File: src/rtl/ram_copy_dma.sv
// RAM copy/fill DMA engine sitting between a CPU and a single-port 96x8 RAM.
// In IDLE the CPU owns the RAM pins; during a transfer the engine drives them
// and the CPU sees cpu_stall. Copies take two cycles per byte (read, then
// write), fills take one cycle per byte.
module ram_copy_dma #(
  parameter int DEPTH = 96
) (
  input  logic       clk,
  input  logic       reset,
  input  logic       start,
  input  logic       mode,
  input  logic [6:0] src_addr,
  input  logic [6:0] dst_addr,
  input  logic [6:0] length,
  input  logic [7:0] fill_value,
  input  logic       cpu_write,
  input  logic [6:0] cpu_address,
  input  logic [7:0] cpu_wdata,
  output logic [7:0] cpu_rdata,
  output logic       cpu_stall,
  output logic       busy,
  output logic       done,
  output logic       error,
  output logic       ram_write,
  output logic [6:0] ram_address,
  output logic [7:0] ram_wdata,
  input  logic [7:0] ram_rdata
);

  localparam logic [7:0] DEPTH_W = 8'(DEPTH);

  typedef enum logic [1:0] {
    IDLE = 2'd0,
    RD   = 2'd1,
    WR   = 2'd2,
    FILL = 2'd3
  } state_t;

  state_t     state;
  state_t     state_next;

  logic [6:0] i_q;
  logic [6:0] src_q;
  logic [6:0] dst_q;
  logic [6:0] len_q;
  logic [7:0] fill_q;
  logic [7:0] hold_q;
  logic       done_q;
  logic       error_q;
  logic       done_next;
  logic       error_next;

  // Range sums are one bit wider than the address so that an end address of
  // exactly DEPTH is accepted and sums past 127 are never wrapped into range.
  logic [7:0] src_end;
  logic [7:0] dst_end;
  logic       range_bad;
  logic       accept;
  logic       last_byte;
  logic [6:0] src_ptr;
  logic [6:0] dst_ptr;

  assign src_end   = {1'b0, src_addr} + {1'b0, length};
  assign dst_end   = {1'b0, dst_addr} + {1'b0, length};
  assign range_bad = ((mode == 1'b0) && (src_end > DEPTH_W)) || (dst_end > DEPTH_W);
  assign accept    = (state == IDLE) && start && !range_bad && (length != 7'd0);

  // Accepted transfers are range-checked, so these sums never exceed DEPTH-1.
  assign src_ptr   = src_q + i_q;
  assign dst_ptr   = dst_q + i_q;
  assign last_byte = ((i_q + 7'd1) == len_q);

  assign busy      = (state != IDLE);
  assign cpu_stall = busy;
  assign cpu_rdata = ram_rdata;
  assign done      = done_q;
  assign error     = error_q;

  // State register; reset aborts any transfer in progress immediately.
  always_ff @(posedge clk or negedge reset) begin
    if (!reset) begin
      state <= IDLE;
    end else begin
      state <= state_next;
    end
  end

  // Next-state logic and the done/error pulse requests.
  always_comb begin
    state_next = state;
    done_next  = 1'b0;
    error_next = 1'b0;
    case (state)
      IDLE: begin
        if (start) begin
          if (range_bad) begin
            error_next = 1'b1;
          end else if (length == 7'd0) begin
            done_next = 1'b1;
          end else begin
            state_next = mode ? FILL : RD;
          end
        end
      end
      RD: begin
        state_next = WR;
      end
      WR: begin
        if (last_byte) begin
          state_next = IDLE;
          done_next  = 1'b1;
        end else begin
          state_next = RD;
        end
      end
      FILL: begin
        if (last_byte) begin
          state_next = IDLE;
          done_next  = 1'b1;
        end
      end
      default: begin
        state_next = IDLE;
      end
    endcase
  end

  // RAM pin mux: CPU passthrough in IDLE, engine-driven otherwise.
  always_comb begin
    ram_write   = 1'b0;
    ram_address = cpu_address;
    ram_wdata   = cpu_wdata;
    case (state)
      IDLE: begin
        ram_write = cpu_write && ({1'b0, cpu_address} < DEPTH_W);
      end
      RD: begin
        ram_address = src_ptr;
      end
      WR: begin
        ram_address = dst_ptr;
        ram_wdata   = hold_q;
        ram_write   = 1'b1;
      end
      FILL: begin
        ram_address = dst_ptr;
        ram_wdata   = fill_q;
        ram_write   = 1'b1;
      end
      default: begin
        ram_write = 1'b0;
      end
    endcase
  end

  // Transfer datapath: latch parameters on accept, capture read data, step i.
  always_ff @(posedge clk or negedge reset) begin
    if (!reset) begin
      i_q    <= 7'd0;
      src_q  <= 7'd0;
      dst_q  <= 7'd0;
      len_q  <= 7'd0;
      fill_q <= 8'd0;
      hold_q <= 8'd0;
    end else begin
      case (state)
        IDLE: begin
          if (accept) begin
            i_q    <= 7'd0;
            src_q  <= src_addr;
            dst_q  <= dst_addr;
            len_q  <= length;
            fill_q <= fill_value;
          end
        end
        RD: begin
          hold_q <= ram_rdata;
        end
        WR: begin
          i_q <= i_q + 7'd1;
        end
        FILL: begin
          i_q <= i_q + 7'd1;
        end
        default: begin
          i_q <= i_q;
        end
      endcase
    end
  end

  // Registered one-cycle status pulses; only one can be requested per cycle.
  always_ff @(posedge clk or negedge reset) begin
    if (!reset) begin
      done_q  <= 1'b0;
      error_q <= 1'b0;
    end else begin
      done_q  <= done_next;
      error_q <= error_next;
    end
  end

endmodule
File: config.mk
export PLATFORM = sky130hd
export DESIGN_NAME = ram_copy_dma
export DESIGN_NICKNAME = d
export VERILOG_FILES = /design/src/rtl/ram_copy_dma.sv
export SDC_FILE = /design/constraint.sdc
export NUM_CORES = 1
export LEC_CHECK = 0
export BUFFER_PORTS_ARGS = -buffer_cell sky130_fd_sc_hd__buf_4
export CAP_MARGIN = 20
export CORE_MARGIN = 2
export CORE_UTILIZATION = 49
export CTS_BUF_LIST = sky130_fd_sc_hd__clkbuf_8
export CTS_CLUSTER_SIZE = 30
export DETAILED_ROUTE_END_ITERATION = 7
export GPL_TIMING_DRIVEN = 1
export MAX_ROUTING_LAYER = met4
export PLACE_DENSITY = 0.76
export SLEW_MARGIN = 20
export SYNTH_ARGS = -nofsm -noshare
export SYNTH_HDL_FRONTEND = slang
export SYNTH_SLANG_ARGS = --single-unit
export TNS_END_PERCENT = 20
File: constraint.sdc
create_clock -name clk -period 3.8 [get_ports clk]
set_input_delay 0.38 -clock clk [delete_from_list [all_inputs] [get_ports clk]]
set_output_delay 0.38 -clock clk [all_outputs]
set_load 0.03 [all_outputs]
==> results of run 1 <==
-- state kept, by name, summed over array words and instances, names as in the netlist --
signal and flops:
fill_q 8, dst_q 7, error 1, state 2, len_q 7, src_q 7
hold_q 8, i_q 7, done 1
-- path summary, 6_finish.rpt --
kind / slack, ps / start / cells after the start / end
max: 540 / state[1]$_DFFE_PN0P_ / 10 / ram_address[6]
min reg2reg: 510 / hold_q[7]$_DFFE_PN0P_ / 1 / hold_q[7]$_DFFE_PN0P_
max in group asynchronous: 3330 / reset / 1 / hold_q[2]$_DFFE_PN0P_
max reg2reg: 1490 / i_q[0]$_DFFE_PN0P_ / 8 / state[1]$_DFFE_PN0P_
min in group clk: 310 / fill_value[5] / 2 / fill_q[5]$_DFFE_PN0P_
min: 70 / reset / 1 / dst_q[0]$_DFFE_PN0P_
-- per-layer routing --
layer  up-vias  wire, um
li1       1247         -
met3        16       253
met1      1197      3130
met5         -         0
met4         0       165
met2        64      3560
-- cell type report --
cell class / instances / area [sq um]
clock buffers: 5 / 68.8
clock inverters: 3 / 18.8
fillers: 583 / 2650
inverters: 15 / 56.3
multi-input cells: 225 / 1920
flip-flops and latches: 48 / 1200
well taps: 80 / 100
repair buffers: 88 / 661
-- kinds of logic after synthesis --
family | share of synthesized area, %
compound gates | 11.3
buf+inv | 6.39
xor+xnor | 6.05
fa+ha+maj | 9.69
flops | 36.1
mux | 20.4
simple gates | 10.1
-- worst register-to-register path, delay by kind of cell, from the launching register on --
kind / cells / cell delay [ps]
fa+ha+maj: 1 / 300
flops: 1 / 490
xor+xnor: 2 / 440
simple gates: 4 / 750
compound gates: 1 / 230
-- Yosys cell counts, types with 3 or more instances --
library cell / instances / share of area, %
dfrtp_1: 48 / 36
mux2_2: 23 / 7.8
mux2_4: 22 / 9.9
ha_1: 21 / 7.9
nand2_1: 20 / 2.3
a21oi_1: 18 / 2.7
inv_1: 15 / 1.7
nor2_1: 14 / 1.6
xor2_1: 13 / 3.4
nand3_1: 10 / 1.5
xnor2_1: 10 / 2.6
buf_4: 9 / 2.0
mux2i_1: 9 / 2.7
o21ai_0: 9 / 1.4
clkbuf_1: 7 / 0.79
a21o_1: 5 / 1.1
nor3_1: 5 / 0.75
o21bai_1: 4 / 0.90
fa_1: 3 / 1.8
nor4_1: 3 / 0.56
o2111ai_1: 3 / 0.79
o22ai_1: 3 / 0.56
-- power breakdown --
| part | internal (mW) | switching, mW | leakage (nW) |
|---|---|---|---|
| Sequential | 0.743 | 0.199 | 0.588 |
| Combinational | 0.947 | 1.03 | 1.30 |
| Clock | 0.128 | 0.166 | 0.0479 |
| Total | 1.82 | 1.39 | 1.94 |
==> run_results.csv, run 1 <==
group,metric,value,unit
run_status,status,"complete, no violations",
clocking,path_clk_slew,90,ps
detailed_routing,post_drt_via_cell_ratio,5.44,
synth,ys_ff_latch,48,
critical_path,cp.arrival,2880,ps
detailed_routing,drc,0,
timing,finalMaxSlewViolations,0,
placed_design,placedCellCount,456,
clocking,cts_tree,"done",
finish,fin_cells,464,
floorplan,row_count,30,
critical_path,path_cells,"mux2_2, ha_1, fa_1, a21o_1, a21oi_1, o21bai_1, a21oi_1, xnor2_1, o21ai_0, buf_4",
placed_design,portBuffers,84,
detailed_routing,avgRoutedWirePerCell,15.3,um
finish,drive_above_1_share,38.0,%
synth,ys_warn_count,0,
timing,period_share,85.7,%
clocking,ctsResizeCount,0,
clocking,root_buffer,"clkbuf_8",
synth,ys.flop_type,"dfrtp_1",
grt,grt.total_usage,20.1,%
floorplan,io_pins,85,
synth,synth_cells,308,
grt,grt_pass1_wl,11500,um
critical_path,crit_path_frequent_cell,"a21oi_1",
critical_path,endpoint_kind,"primary output",
timing,relSlewSlack,53.7,%
finish,n_antenna_cell,0,
grt,overflow,0,
timing,final_hold_viol_count,0,
detailed_routing,postRouteAntennaNets,0,
grt,grtUsageMet3,2.57,%
timing,fin_tns_setup,0,ps
clocking,clk_latency,300,ps
critical_path,worst-setup-path-type,"register to primary output",
placed_design,place.detailed.hpwl,5750,um
grt,use_met2,33.8,%
finish,utilization,60.3,%
synth,synth-edff-count,0,
grt,antenna_found_initial,0,
clocking,clock_sinks,48,
synth,syn_area,3330,sq um
floorplan,initial_core_util,49.9,%
power,leakagePower,1.94,nW
floorplan,core,6680,sq um
clocking,cts.htree.levels,2,
run,drv_cap,0,
grt,gr-max-usage-layer,"met2",
critical_path,critPathBufInv,1,
timing,fin_crit,3260,ps
grt,grt_pass1_vias,2513,
timing,worst_pin_slew,693,ps
clocking,cts_setup_buffers,0,
critical_path,startpoint_type,"register",
floorplan,fp.dieH,86.4,um
floorplan,die_area,7470,sq um
synth,synth_cell_types,47,
clocking,cts_max_path_buffers,2,
grt,grt_max_degree,49,
floorplan,die_x,86.4,um
finish,layout_commonest_cell,"buf_4",
synth,ys_seq_area_share,36.1,%
grt,grtUsageMet1,24.9,%
timing,whs,73.9,ps
critical_path,cp_data_required_time,3420,ps
power,p_per_area,797,nW/um^2
detailed_routing,routed_wl,7110,um
finish,area_growth,20.9,%
critical_path,critPathTopFamily,"compound AO/OA/AOI/OAI gates",
timing,clock.fmax,0.307,GHz
critical_path,path_max_fanout,7,
finish,mostFrequentLayoutCells,"buf_4, dfrtp_1, mux2_2, mux2_4, ha_1",
detailed_routing,dr.pass1.iters,4,
detailed_routing,vias,2524,
detailed_routing,drt_iter0_drc,195,
finish,postLayoutCellArea,4030,sq um
synth,async_reset_ff_share,100,%
power,p_total,3.21,mW
power,ir_worst_vdd,0.000337,V
synth,synth_fp_nets,389,
placed_design,place_ws,640,ps
critical_path,cpPeakStageDelay,510,ps
finish,finalNetCount,464,
timing,fin_skew,5.88,ps
timing,rsz0062_at_grt,"no",
clocking,ctsHoldBuffers,0,
timing,finalSetupViolations,0,
timing,setup_slack,543,ps
placed_design,place.gp.congestion,0.872,
critical_path,crit_slowest_cell,"dfrtp_1",
min_path,hp-class,"input port to async pin",
clocking,cts_made_buffers,5,
placed_design,place_area,3940,sq um
synth,syn_area_per_cell,10.8,sq um
(Power assumes the default switching activity.)
==> run 2, diff against run 1 <==
--- a/config.mk
+++ b/config.mk
@@ -13,8 +13,7 @@
 export CTS_CLUSTER_SIZE = 30
 export DETAILED_ROUTE_END_ITERATION = 7
 export GPL_TIMING_DRIVEN = 1
-export MAX_ROUTING_LAYER = met4
-export PLACE_DENSITY = 0.76
+export PLACE_DENSITY = 0.84
 export SLEW_MARGIN = 20
 export SYNTH_ARGS = -nofsm -noshare
 export SYNTH_HDL_FRONTEND = slang
==> run_results.csv, run 2 (synthesized netlist as in run 1, its figures left out) <==
group,metric,value,unit
finish,postLayoutCellArea,4040,sq um
detailed_routing,post_drt_via_cell_ratio,5.47,
power,clockPowerShare,9.6,%
critical_path,startpoint_type,"register",
critical_path,worst-setup-path-type,"register to primary output",
run,drv_cap,0,
finish,finalNetCount,464,
clocking,cts_setup_buffers,0,
floorplan,fp.dieH,86.4,um
grt,grt.total_usage,18.9,%
floorplan,io_pins,85,
detailed_routing,drt_iter0_drc,117,
finish,multi_input_area,1920,sq um
power,leakagePower,1.94,nW
detailed_routing,postRouteAntennaNets,0,
finish,n_antenna_cell,0,
floorplan,die_x,86.4,um
finish,seq_area,1200,sq um
timing,clock.fmax,0.307,GHz
detailed_routing,dr.pass1.iters,4,
power,power.switching_fraction,43.1,%
power,seqPwrFrac,29.1,%
power,ir_worst_vdd,0.000234,V
power,power.switching,1.40,mW
timing,fin_tns_setup,0,ps
clocking,cts_made_buffers,5,
min_path,hp-class,"input port to async pin",
timing,worst_pin_slew,706,ps
detailed_routing,vias,2540,
clocking,ctsHoldBuffers,0,
clocking,path_clk_slew,80,ps
finish,area_growth,21.2,%
placed_design,place_area,3940,sq um
critical_path,cp_data_required_time,3420,ps
detailed_routing,routed_wl,7140,um
clocking,root_buffer,"clkbuf_8",
critical_path,path_max_fanout,32,
timing,finalMaxSlewViolations,0,
clocking,cts_max_path_buffers,2,
timing,fin_crit,3260,ps
floorplan,row_count,30,
power,p_per_area,802,nW/um^2
grt,grt_max_degree,49,
detailed_routing,avgRoutedWirePerCell,15.4,um
grt,grt_pass1_wl,11300,um
grt,antenna_found_initial,0,
power,combPwrFrac,61.3,%
floorplan,initial_core_util,49.9,%
run_status,status,"complete, no violations",
detailed_routing,drc,0,
clocking,cts_tree,"done",
clocking,cts.htree.levels,2,
floorplan,die_area,7470,sq um
finish,drive_above_1_share,38.0,%
placed_design,place.gp.congestion,0.893,
placed_design,place.detailed.hpwl,5720,um
finish,fin_cells,464,
finish,utilization,60.4,%
placed_design,placedCellCount,456,
finish,reg_top3,"fill_q: 8 flops, hold_q: 8 flops",
power,p_total,3.24,mW
finish,layout_commonest_cell,"buf_4",
finish,mostFrequentLayoutCells,"buf_4, dfrtp_1, mux2_2, mux2_4, ha_1",
timing,rsz0062_at_grt,"no",
clocking,ctsResizeCount,0,
clocking,clock_sinks,48,
timing,final_hold_viol_count,0,
timing,relSlewSlack,52.7,%
timing,finalSetupViolations,0,
finish,fill_cells,553,
critical_path,endpoint_kind,"primary output",
critical_path,cp.arrival,2880,ps
placed_design,portBuffers,84,
grt,overflow,0,
timing,period_share,85.8,%
floorplan,core,6680,sq um
power,p_int,1.84,mW
clocking,clk_latency,290,ps
grt,grt_pass1_vias,2389,
timing,fin_skew,5.46,ps
==> run 2: cell types whose count changed in the layout (fill, tap and decap cells not counted), sizes merged <==
| cell | previous run | this run |
|---|---|---|
| clkinv | 3 | 1 |
| clkbuf | 5 | 6 |
| inv | 15 | 16 |
==> run 2: final cells by class <==
class	instances	area share, %
Tap cell	80	2.48
Clock buffer	6	2.05
Clock inverter	2	0.341
Sequential cell	48	29.8
Timing Repair Buffer	88	16.4
Inverter	15	1.39
Multi-Input combinational cell	225	47.6
==> run 2: worst max-delay path: stages, from the launching register on <==
cell and delay (ps):
dfrtp_1 410, buf_4 360, mux2_2 390, ha_1 320, a21o_1 200, a21oi_1 220
o21bai_1 100, a21oi_1 180, xnor2_1 90, o21ai_0 140, buf_4 180
==> run 2: through the flow <==
step	worst slack, ps	hold WS, ps
after floorplan	234	84.4
after global placement	586	413
after detailed placement	472	419
after CTS	533	104
after global routing	412	123
final	540	76.9
==> run 2: path summary, 6_finish.rpt <==
path | cells after the start | startpoint | to | slack, ps
max | 10 | state[1]$_DFFE_PN0P_ | ram_address[6] | 540
min | 1 | reset | dst_q[0]$_DFFE_PN0P_ | 80
max reg2reg | 7 | state[1]$_DFFE_PN0P_ | src_q[4]$_DFFE_PN0P_ | 1290
min reg2reg | 1 | hold_q[4]$_DFFE_PN0P_ | hold_q[4]$_DFFE_PN0P_ | 510
max in group asynchronous | 1 | reset | dst_q[4]$_DFFE_PN0P_ | 3330
min in group clk | 2 | fill_value[5] | fill_q[5]$_DFFE_PN0P_ | 310
==> run 2: per-layer routing <==
metal	vias up	routed length, um	track usage, %
met1	1222	3130	25.2
met4	0	50	4.97
met3	4	313	2.19
met2	69	3650	32.9
li1	1245	-	-
met5	-	0	0
==> run 2: power by group through the flow <==
| stage | registers, mW | logic, mW | clock network [mW] |
|---|---|---|---|
| after global placement | 0.931 | 1.96 | 0 |
| after global routing | 0.966 | 2.15 | 0.339 |
| after CTS | 0.941 | 2.00 | 0.317 |
| after detailed placement | 0.951 | 2.00 | 0 |
| final | 0.940 | 1.98 | 0.312 |
| after floorplan | 0.866 | 1.49 | 0 |
==> run 3, diff against run 2 <==
--- a/config.mk
+++ b/config.mk
@@ -7,6 +7,7 @@
 export LEC_CHECK = 0
 export BUFFER_PORTS_ARGS = -buffer_cell sky130_fd_sc_hd__buf_4
 export CAP_MARGIN = 20
+export CORE_ASPECT_RATIO = 1.5
 export CORE_MARGIN = 2
 export CORE_UTILIZATION = 49
 export CTS_BUF_LIST = sky130_fd_sc_hd__clkbuf_8
==> run_results.csv, run 3 (synthesized netlist as in run 1, its figures left out) <==
group,metric,value,unit
power,p_total,3.25,mW
clocking,ctsResizeCount,0,
timing,relSlewSlack,55.4,%
critical_path,rr_startpoint,"i_q[0]$_DFFE_PN0P_",
power,p_per_area,805,nW/um^2
timing,fin_crit,3250,ps
clocking,clock_sinks,48,
clocking,cts_tree,"done",
detailed_routing,dr.pass1.iters,4,
placed_design,portBuffers,84,
grt,grt_pass1_vias,2573,
clocking,root_buffer,"clkbuf_8",
floorplan,initial_core_util,51.0,%
grt,antenna_found_initial,0,
floorplan,core,6530,sq um
critical_path,path_max_fanout,32,
finish,drive_above_1_share,37.9,%
timing,clock.fmax,0.307,GHz
clocking,cts_setup_buffers,0,
critical_path,startpoint_type,"register",
detailed_routing,avgRoutedWirePerCell,16.2,um
detailed_routing,drc,0,
detailed_routing,post_drt_via_cell_ratio,5.52,
finish,area_growth,21.2,%
detailed_routing,drt_iter0_drc,118,
timing,finalSetupViolations,0,
critical_path,endpoint_kind,"primary output",
detailed_routing,vias,2534,
grt,grt_pass1_wl,12400,um
grt,grt_max_degree,49,
critical_path,reg2reg_slack,1530,ps
placed_design,place.gp.congestion,0.897,
timing,fin_tns_setup,0,ps
placed_design,place.detailed.hpwl,5890,um
timing,final_hold_viol_count,0,
finish,reg_top3,"fill_q: 8 flops, hold_q: 8 flops",
critical_path,cp.arrival,2870,ps
clocking,cts.htree.levels,2,
floorplan,row_count,36,
timing,fin_skew,3.12,ps
finish,finalNetCount,463,
timing,period_share,85.6,%
critical_path,r2r-end,"state[1]$_DFFE_PN0P_",
critical_path,path_cells,"buf_4, mux2_2, ha_1, a21o_1, a21oi_1, o21bai_1, a21oi_1, xnor2_1, o21ai_0, buf_4",
critical_path,reg2regPathDepth,8,
floorplan,die_x,71.3,um
clocking,path_clk_slew,90,ps
critical_path,cp_data_required_time,3420,ps
clocking,cts_max_path_buffers,2,
grt,overflow,0,
timing,finalMaxSlewViolations,0,
finish,mostFrequentLayoutCells,"buf_4, dfrtp_1, mux2_2, mux2_4, ha_1",
finish,n_antenna_cell,0,
min_path,hp-class,"input port to async pin",
clocking,cts_made_buffers,5,
floorplan,io_pins,85,
finish,postLayoutCellArea,4040,sq um
floorplan,die_area,7490,sq um
power,ir_worst_vdd,0.000270,V
clocking,ctsHoldBuffers,0,
run_status,status,"complete, no violations",
finish,layout_commonest_cell,"buf_4",
run,drv_cap,0,
floorplan,fp.dieH,105,um
detailed_routing,routed_wl,7430,um
power,leakagePower,1.94,nW
detailed_routing,postRouteAntennaNets,0,
placed_design,place_area,3940,sq um
timing,rsz0062_at_grt,"no",
critical_path,cpPeakStageDelay,400,ps
critical_path,crit_slowest_cell,"dfrtp_1",
grt,grt.total_usage,20.6,%
timing,worst_pin_slew,666,ps
critical_path,worst-setup-path-type,"register to primary output",
clocking,clk_latency,300,ps
[run 3: changes by cell type in the layout (fill, tap and decap cells not counted)]
cell,before,now
buf_4,88,86
buf_12,0,1
[run 3: cell type report]
cell class / count / area (sq um)
fillers: 517 / 2490
well taps: 76 / 95.1
flip-flops and latches: 48 / 1200
repair buffers: 87 / 666
clock inverters: 2 / 13.8
inverters: 15 / 56.3
multi-input cells: 225 / 1920
clock buffers: 6 / 82.6
[run 3: worst max-delay path by stage]
stage | endpoint | depth (start not counted) | start
3_5_place_dp | fill_q[4]$_DFFE_PN0P_ | 12 | length[0]
6_report | ram_address[6] | 10 | state[1]$_DFFE_PN0P_
5_1_grt | ram_address[6] | 10 | state[1]$_DFFE_PN0P_
4_1_cts | ram_address[6] | 10 | state[1]$_DFFE_PN0P_
3_3_place_gp | src_q[4]$_DFFE_PN0P_ | 12 | length[0]
2_1_floorplan | ram_address[6] | 11 | state[1]$_DFFE_PN0P_
[run 3: layer usage]
metal	routed length, um	up-vias	track usage (%)
met3	282	14	1.83
met2	3940	76	36.6
met4	166	0	7.95
met1	3040	1201	25.4
li1	-	1243	-
met5	0	-	0
[run 3: metrics by stage]
step	cells	utilization (%)	hold slack, ps	setup slack, ps
final	459	61.8	76.6	545
after global routing	459	61.8	121	361
after CTS	459	61.8	91.6	524
after detailed placement	451	60.3	424	771
after global placement	451	60.3	410	851
after floorplan	308	-	84.4	234
[run 3: worst max-delay path, delay by kind of cell (launching register included)]
family,cells,cell delay [ps]
AO/OA/AOI/OAI,5,840
buffers and inverters,2,540
flip-flops,1,400
multiplexers,1,380
adder cells (fa/ha/maj),1,320
XOR/XNOR,1,90
[run 3: where the power goes]
group	total [mW]	switching (mW)	internal [mW]	leakage [nW]
registers	0.936	0.192	0.744	0.588
clock network	0.316	0.167	0.149	0.0516
logic	2.00	1.05	0.949	1.30
total	3.25	1.41	1.84	1.94
